$ cat src/rtl/h10_io_ctl_if.sv
// CPU command and HITAC-10 peripheral bus signals of the I/O channel controller.
// master = controller side, slave = CPU decoder / peripheral side.
interface h10_io_ctl_if;
  logic       cpu_req;
  logic       cpu_wr;
  logic [1:0] cpu_dev;
  logic [7:0] cpu_wdata;
  logic       cpu_ack;
  logic [7:0] cpu_rdata;
  logic       cpu_perr;
  logic       cpu_err;
  logic       busy;
  logic [7:0] H_DIN;
  logic [7:0] H_DOUT;
  logic [3:0] H_DSEL;
  logic       H_DOPT;
  logic [3:0] H_DREQ;
  logic [3:0] H_DRDY;

  modport master (
    input  cpu_req, cpu_wr, cpu_dev, cpu_wdata, H_DIN, H_DRDY,
    output cpu_ack, cpu_rdata, cpu_perr, cpu_err, busy,
           H_DOUT, H_DSEL, H_DOPT, H_DREQ
  );

  modport slave (
    output cpu_req, cpu_wr, cpu_dev, cpu_wdata, H_DIN, H_DRDY,
    input  cpu_ack, cpu_rdata, cpu_perr, cpu_err, busy,
           H_DOUT, H_DSEL, H_DOPT, H_DREQ
  );
endinterface

$ cat src/rtl/h10_io_ctl.sv
// HITAC-10 I/O channel controller: one CPU command at a time, four-phase
// H_DREQ/H_DRDY handshake to device 0-3 with per-phase timeout.
module h10_io_ctl #(
  parameter int          TMO_W    = 16,
  parameter int unsigned TMO_MAX  = 16'hFFFF,
  parameter logic [3:0]  PAR_MASK = 4'b0001
) (
  input  logic          clk,
  input  logic          reset,
  h10_io_ctl_if.master  bus
);
  localparam logic [TMO_W-1:0] TMO_LAST = TMO_W'(TMO_MAX - 1);

  typedef enum logic [2:0] {S_IDLE, S_PRE, S_REQ, S_REL, S_DONE} state_t;

  state_t           state_q, state_d;
  logic [TMO_W-1:0] cnt_q, cnt_d;
  logic [1:0]       dev_q, dev_d;
  logic             wr_q, wr_d;
  logic [7:0]       wdata_q, wdata_d;
  logic [7:0]       rdata_q, rdata_d;
  logic             perr_q, perr_d;
  logic             err_q, err_d;
  logic [3:0]       sel;
  logic             rdy, tmo;

  assign sel = 4'b0001 << dev_q;
  assign rdy = bus.H_DRDY[dev_q];
  assign tmo = (cnt_q == TMO_LAST);

  always_comb begin
    state_d = state_q;
    cnt_d   = '0;
    dev_d   = dev_q;
    wr_d    = wr_q;
    wdata_d = wdata_q;
    rdata_d = rdata_q;
    perr_d  = perr_q;
    err_d   = err_q;
    unique case (state_q)
      S_IDLE: if (bus.cpu_req) begin
        dev_d   = bus.cpu_dev;
        wr_d    = bus.cpu_wr;
        wdata_d = bus.cpu_wdata;
        rdata_d = '0;
        perr_d  = 1'b0;
        err_d   = 1'b0;
        // A ready left high by the previous transfer must fall before we request.
        state_d = bus.H_DRDY[bus.cpu_dev] ? S_PRE : S_REQ;
      end
      S_PRE: begin
        if (!rdy) state_d = S_REQ;
        else if (tmo) begin
          err_d   = 1'b1;
          rdata_d = '0;
          perr_d  = 1'b0;
          state_d = S_DONE;
        end else cnt_d = cnt_q + 1'b1;
      end
      S_REQ: begin
        if (rdy) begin
          if (!wr_q) begin
            rdata_d = bus.H_DIN;
            perr_d  = PAR_MASK[dev_q] & (^bus.H_DIN);
          end
          state_d = S_REL;
        end else if (tmo) begin
          err_d   = 1'b1;
          rdata_d = '0;
          perr_d  = 1'b0;
          state_d = S_DONE;
        end else cnt_d = cnt_q + 1'b1;
      end
      S_REL: begin
        // Byte already captured stays reported if the release never comes.
        if (!rdy) state_d = S_DONE;
        else if (tmo) begin
          err_d   = 1'b1;
          state_d = S_DONE;
        end else cnt_d = cnt_q + 1'b1;
      end
      S_DONE:  state_d = S_IDLE;
      default: state_d = S_IDLE;
    endcase
  end

  always_ff @(posedge clk or posedge reset) begin
    if (reset) begin
      state_q <= S_IDLE;
      cnt_q   <= '0;
      dev_q   <= '0;
      wr_q    <= 1'b0;
      wdata_q <= '0;
      rdata_q <= '0;
      perr_q  <= 1'b0;
      err_q   <= 1'b0;
    end else begin
      state_q <= state_d;
      cnt_q   <= cnt_d;
      dev_q   <= dev_d;
      wr_q    <= wr_d;
      wdata_q <= wdata_d;
      rdata_q <= rdata_d;
      perr_q  <= perr_d;
      err_q   <= err_d;
    end
  end

  assign bus.busy      = (state_q != S_IDLE);
  assign bus.cpu_ack   = (state_q == S_DONE);
  assign bus.cpu_rdata = rdata_q;
  assign bus.cpu_perr  = perr_q;
  assign bus.cpu_err   = err_q;
  assign bus.H_DOUT    = wdata_q;
  assign bus.H_DSEL    = bus.busy ? sel : 4'b0000;
  assign bus.H_DOPT    = bus.busy & wr_q;
  assign bus.H_DREQ    = (state_q == S_REQ) ? sel : 4'b0000;
endmodule

$ cat src/flat_wrapper.sv
// flat-port wrapper written by rule: the top's interface ports become plain ports
module h10_io_ctl_flat 
#(
  parameter int          TMO_W    = 16,
  parameter int unsigned TMO_MAX  = 16'hFFFF,
  parameter logic [3:0]  PAR_MASK = 4'b0001
)
  (clk, reset, bus_cpu_req, bus_cpu_wr, bus_cpu_dev, bus_cpu_wdata, bus_H_DIN, bus_H_DRDY, bus_cpu_ack, bus_cpu_rdata, bus_cpu_perr, bus_cpu_err, bus_busy, bus_H_DOUT, bus_H_DSEL, bus_H_DOPT, bus_H_DREQ);
  h10_io_ctl_if bus_i ();
  input  logic clk;
  input  logic reset;
  input wire logic [$bits(bus_i.cpu_req)-1:0] bus_cpu_req;
  input wire logic [$bits(bus_i.cpu_wr)-1:0] bus_cpu_wr;
  input wire logic [$bits(bus_i.cpu_dev)-1:0] bus_cpu_dev;
  input wire logic [$bits(bus_i.cpu_wdata)-1:0] bus_cpu_wdata;
  input wire logic [$bits(bus_i.H_DIN)-1:0] bus_H_DIN;
  input wire logic [$bits(bus_i.H_DRDY)-1:0] bus_H_DRDY;
  output wire logic [$bits(bus_i.cpu_ack)-1:0] bus_cpu_ack;
  output wire logic [$bits(bus_i.cpu_rdata)-1:0] bus_cpu_rdata;
  output wire logic [$bits(bus_i.cpu_perr)-1:0] bus_cpu_perr;
  output wire logic [$bits(bus_i.cpu_err)-1:0] bus_cpu_err;
  output wire logic [$bits(bus_i.busy)-1:0] bus_busy;
  output wire logic [$bits(bus_i.H_DOUT)-1:0] bus_H_DOUT;
  output wire logic [$bits(bus_i.H_DSEL)-1:0] bus_H_DSEL;
  output wire logic [$bits(bus_i.H_DOPT)-1:0] bus_H_DOPT;
  output wire logic [$bits(bus_i.H_DREQ)-1:0] bus_H_DREQ;
  assign bus_i.cpu_req = bus_cpu_req;
  assign bus_i.cpu_wr = bus_cpu_wr;
  assign bus_i.cpu_dev = bus_cpu_dev;
  assign bus_i.cpu_wdata = bus_cpu_wdata;
  assign bus_i.H_DIN = bus_H_DIN;
  assign bus_i.H_DRDY = bus_H_DRDY;
  assign bus_cpu_ack = bus_i.cpu_ack;
  assign bus_cpu_rdata = bus_i.cpu_rdata;
  assign bus_cpu_perr = bus_i.cpu_perr;
  assign bus_cpu_err = bus_i.cpu_err;
  assign bus_busy = bus_i.busy;
  assign bus_H_DOUT = bus_i.H_DOUT;
  assign bus_H_DSEL = bus_i.H_DSEL;
  assign bus_H_DOPT = bus_i.H_DOPT;
  assign bus_H_DREQ = bus_i.H_DREQ;
  h10_io_ctl #(.TMO_W(TMO_W), .TMO_MAX(TMO_MAX), .PAR_MASK(PAR_MASK)) u_core (.clk(clk), .reset(reset), .bus(bus_i));
endmodule
$ cat config.mk
export PLATFORM = sky130hd
export DESIGN_NAME = h10_io_ctl_flat
export DESIGN_NICKNAME = d
export VERILOG_FILES = /design/src/rtl/h10_io_ctl_if.sv /design/src/rtl/h10_io_ctl.sv /design/src/flat_wrapper.sv
export SDC_FILE = /design/constraint.sdc
export NUM_CORES = 1
export LEC_CHECK = 0
export ABC_AREA = 1
export CAP_MARGIN = 25
export CORE_ASPECT_RATIO = 0.5
export CORE_UTILIZATION = 40
export DETAILED_ROUTE_END_ITERATION = 8
export PLACE_DENSITY = 0.66
export SKIP_CTS_REPAIR_TIMING = 1
export SLEW_MARGIN = 20
export SYNTH_ARGS = -nofsm -noshare
export SYNTH_HDL_FRONTEND = slang
export SYNTH_SLANG_ARGS = --single-unit
$ cat constraint.sdc
create_clock -name clk -period 2.1 [get_ports clk]
set_input_delay 0.42 -clock clk [delete_from_list [all_inputs] [get_ports clk]]
set_output_delay 0.42 -clock clk [all_outputs]
set_load 0.02 [all_outputs]
After elaboration in Yosys (flattened, before gate mapping)
Cells that the tools add are included.

word-level totals
  flip-flop bits (word level) = 40
  output and inout port bits = 29
  logic and storage cells = 68

operators by class
  $add $sub $neg = 1
  $lt $le $gt $ge = 2
  eq/ne operators = 10
  shift operators = 1
  multiplexer cells = 35
  bitwise gates (word level) = 2
  reductions and logical operators = 9

operators with widths
  cell                   count
  $mux 16                3
  $mux 8                 5
  $pmux 16 s2            1
  $pmux 8 s3             1
  $add 16x1->16 const B  1
  $eq 16x16->1 const B   1
  $mux 3                 5
  $pmux 3 s4             1
  $mux 1                 11
  $reduce_bool 3->1      3
  $mux 4                 2
  $reduce_and 4->1       2
  $reduce_xor 8->1       1
  $bmux 1 s2             3
  $eq 3x2->1 const B     2
  $lt 2x3->1 const B     2
  $pmux 1 s3             2
  $ne 2x1->1 const B     2
  $ne 2x2->1 const B     2
  $shl 1x2->4 const A    1
  $eq 3x1->1 const B     1
  $eq 3x3->1 const B     1
  $logic_not 3->1        1
  $ne 3x3->1 const B     1
  other kinds (4)        5

Depth between registers and ports, before layout
  depth after elaboration = 6
  mapped depth = 10
  mapped depth without buffers = 10

Least setup slack after synthesis
OpenSTA, ideal clock, no wires.

  kind = register to output
  start = register u_core.state_q[2]
  end = output bus_H_DREQ[0]
  arrival = 1,152 ps
  data required time = 1,680 ps
  path slack = 528 ps
  stages on the path, launching flop included = 6
  path buffers = 0
  cells stage by stage = dfrtp_1 -> inv_2 -> nand2_1 -> nor2_4 -> inv_1 -> nor2_1

between the ends
  word-level cells in the longest chain between the ends = 2

RTL lines
  item                    RTL line            source
  start, declared         h10_io_ctl.sv:16    state_t state_q, state_d;
  start signal, assigned  h10_io_ctl.sv:98    state_q <= state_d;
  $eq 3x2->1              h10_io_ctl.sv:117   assign bus.H_DREQ = (state_q == S_REQ) ? sel : 4'b0000;
  $mux 4                  h10_io_ctl.sv:117
  end, declared           flat_wrapper.sv:26  output wire logic [$bits(bus_i.H_DREQ)-1:0] bus_H_DREQ;

No other way between the ends.

Worst setup path in the final report
  start = register u_core.state_q[0]
  end = output bus_cpu_ack

between the ends
  word-level cells in the longest chain between the ends = 1

RTL lines
  item           RTL line            source
  $eq 3x3->1     h10_io_ctl.sv:110   assign bus.cpu_ack = (state_q == S_DONE);
  end, declared  flat_wrapper.sv:18  output wire logic [$bits(bus_i.cpu_ack)-1:0] bus_cpu_ack;

No other way between the ends.

==> flow_summary.yaml <==
synthesis:
  ys_warn_count: 0
  ys_types: 32
  synth_edf_count: 0
  synthFlopType: "dfrtp_1"
  ys_async_sr_fraction_pct: 100
  syn_inst: 286
  synth_area_um2: 2410
  syn-num-nets: 314
  synth_seq_cells: 40
  ys_seq_area_share_pct: 41.5
  avgSynthCellArea_um2: 8.44
route:
  ant_nets: 0
  wire_per_inst_um: 11.6
  viasPerCell: 4.70
  vias: 1974
  route.detailed.drc: 0
  drt_iter0_markers: 93
  wl_um: 4860
  firstDrtPassIters: 5
outcome:
  status: "finished clean"
floorplanning:
  initial_core_util_pct: 42.8
  die_x_um: 112
  io_pins: 55
  die_h_um: 56.9
  die-area_um2: 6370
  core_um2: 5630
  row_count: 19
place:
  portBuffers: 54
  placed_cells: 413
  dpl_cell_area_um2: 3030
  place_congestion: 0.884
  place.detailed.hpwl_um: 3740
  dp_slack_ps: 162
setup_path:
  arrival_ps: 1590
  path_buf_inv: 1
  max_stage_delay_ps: 640
  cp-start-kind: "flip-flop"
  cp-end-kind: "primary output"
  cp_max_fo: 5
  crit_family: "buffers and inverters"
  required_ps: 1680
  cp_cell_sequence: "nor3_1 > clkdlybuf4s50_1"
  worst-setup-path-type: "flip-flop to primary output"
  cp_slowest_cell: "clkdlybuf4s50_1"
clocking:
  cts_buffer_depth: 2
  clk_pin_slew_ps: 60
  cts_root_buffer: "clkbuf_16"
  cts.sinks: 40
  cts_buffers: 5
  h-tree-depth: 2
  cts_tree: "done"
  worst_skew_pair.late_latency_ps: 280
timing:
  rsz0062_at_grt: "false"
  clock-skew-final_ps: 4.81
  slew_headroom_pct: 66.5
  fin_crit_sh_pct: 95.7
  timing.final.hold_violations: 0
  finalSetupViolCount: 0
  fin_ws_ps: 91.0
  worst_pin_slew_ps: 502
  whs_ps: 469
  slew_violations: 0
  fin_setup_tns_ps: 0
  fin_crit_ps: 2010
  max_freq_mhz: 498
pwr:
  peakVddDrop_mv: 0.620
  p_leak_nw: 1.58
  p_per_area_nw_per_um2: 1270
  p_total_mw: 4.07
global_routing:
  grt_max_degree: 41
  grt_pass1_vias: 1866
  grt_usage_pct: 16.4
  overflow: 0
  grt_pass1_wl_um: 8340
  antenna_found_initial: 0
layout:
  final_cells: 420
  fin_util_pct: 56.9
  drive_gt1_share_pct: 15.3
  diodes: 0
  final_nets: 375
  syn_to_final_growth_pct: 32.8
  finalInstanceArea_um2: 3200
job:
  drv_cap: 0
worst_hold_path:
  worstHoldPathType: "flip-flop to flip-flop"
## where the power goes
| group | internal [mW] | switching [mW] |
|---|---|---|
| Clock | 0.498 | 0.274 |
| Sequential | 0.967 | 0.167 |
| Combinational | 0.874 | 1.29 |
| Total | 2.34 | 1.73 |
## synthesized netlist by cell type (2+ instances only)
library cell  instances  area [um^2]
inv_1                24         90.1
nand3_4               3         52.6
xor2_1               10         87.6
nand2_1              81          304
ha_1                  2         25.0
inv_2                 5         18.8
nor2_2                2         12.5
xnor2_1               6         52.6
dfrtp_1              40         1000
a21oi_1               5         25.0
mux2_4                4         60.1
o21ai_1               3         15.0
nor3_2                2         20.0
nor2_4               12          135
mux2_2                4         45.0
o21ai_0               5         25.0
nor3_1                3         15.0
nand2_4               6         67.6
nor2_1               41          154
nand3_1              15         75.1
nand2_2               2         12.5
## sequential cells by signal, summed over array words and instances, names as in the netlist
signal	cells
u_core.wr_q	1
u_core.dev_q	2
u_core.bus.cpu_perr	1
u_core.bus.cpu_err	1
u_core.bus.H_DOUT	8
u_core.bus.cpu_rdata	8
u_core.state_q	3
u_core.cnt_q	16
## worst paths after layout
kind                                                             to  cells after the start                                start  slack [ps]
worst max-delay path                                    bus_cpu_ack                      2        u_core.state_q[0]$_DFFE_PP0N_          90
worst min-delay path            u_core.bus.cpu_rdata[5]$_DFFE_PP0P_                      2  u_core.bus.cpu_rdata[5]$_DFFE_PP0P_         470
worst max register to register           u_core.cnt_q[12]$_DFF_PP0_                      7            u_core.cnt_q[0]$_DFF_PP0_         420
worst min register to register  u_core.bus.cpu_rdata[5]$_DFFE_PP0P_                      2  u_core.bus.cpu_rdata[5]$_DFFE_PP0P_         470
max in group asynchronous       u_core.bus.cpu_rdata[4]$_DFFE_PP0P_                      3                                reset        1180
min in group asynchronous          u_core.bus.H_DOUT[5]$_DFFE_PP0P_                      3                                reset         570
## cell families after synthesis
kind of cell             count (synthesis)  synth area share (%)
AO/OA/AOI/OAI                           16                  3.53
XOR/XNOR                                16                  5.81
adder cells (fa/ha/maj)                  2                  1.04
buffers and inverters                   31                  5.81
flip-flops                              40                  41.5
multiplexers                             8                  4.35
AND/OR/NAND/NOR                        173                  38.0
## area by class of cell
| cell class | count | area (um^2) |
|---|---|---|
| clock buffer | 7 | 153 |
| tap | 73 | 91.3 |
| multi-input combinational | 215 | 1270 |
| fill | 496 | 2430 |
| timing repair buffer | 56 | 578 |
| sequential | 40 | 1000 |
| inverter | 29 | 109 |
## layer usage
layer  vias to the layer above  GRT usage [%]  share of wire (%)  wire length (um)
li1                       1015              -                  -                 -
met1                       915           22.6                 51              2500
met2                        40           26.2                 44              2150
met3                         4           3.89                3.7               180
met4                         0           4.05               0.72                35
met5                         -              0                  0                 0
## tightest hold or removal path, cell delays in order (launching register included)
cell and delay [ps]:
dfrtp_1 330, nand2_1 60, nand2_1 50
## cell usage in the layout, fill, tap and decap left out, drive strengths merged
master,netlist,routed
nand2,90,90
nor2,55,55
clkdlybuf4s50,0,45
dfrtp,40,40
inv,29,29
nand3,19,19
xor2,10,10
dlymetal6s2s,0,9
o21ai,8,8
mux2,8,8
clkbuf,0,7
xnor2,6,6
a21oi,5,5
nor3,5,5
ha,2,2
buf,2,2
nand4,2,2
o22ai,1,1
nand3b,1,1
a31oi,1,1
nor3b,1,1
a22oi,1,1
No activity file was read; power rests on OpenSTA's default activity.
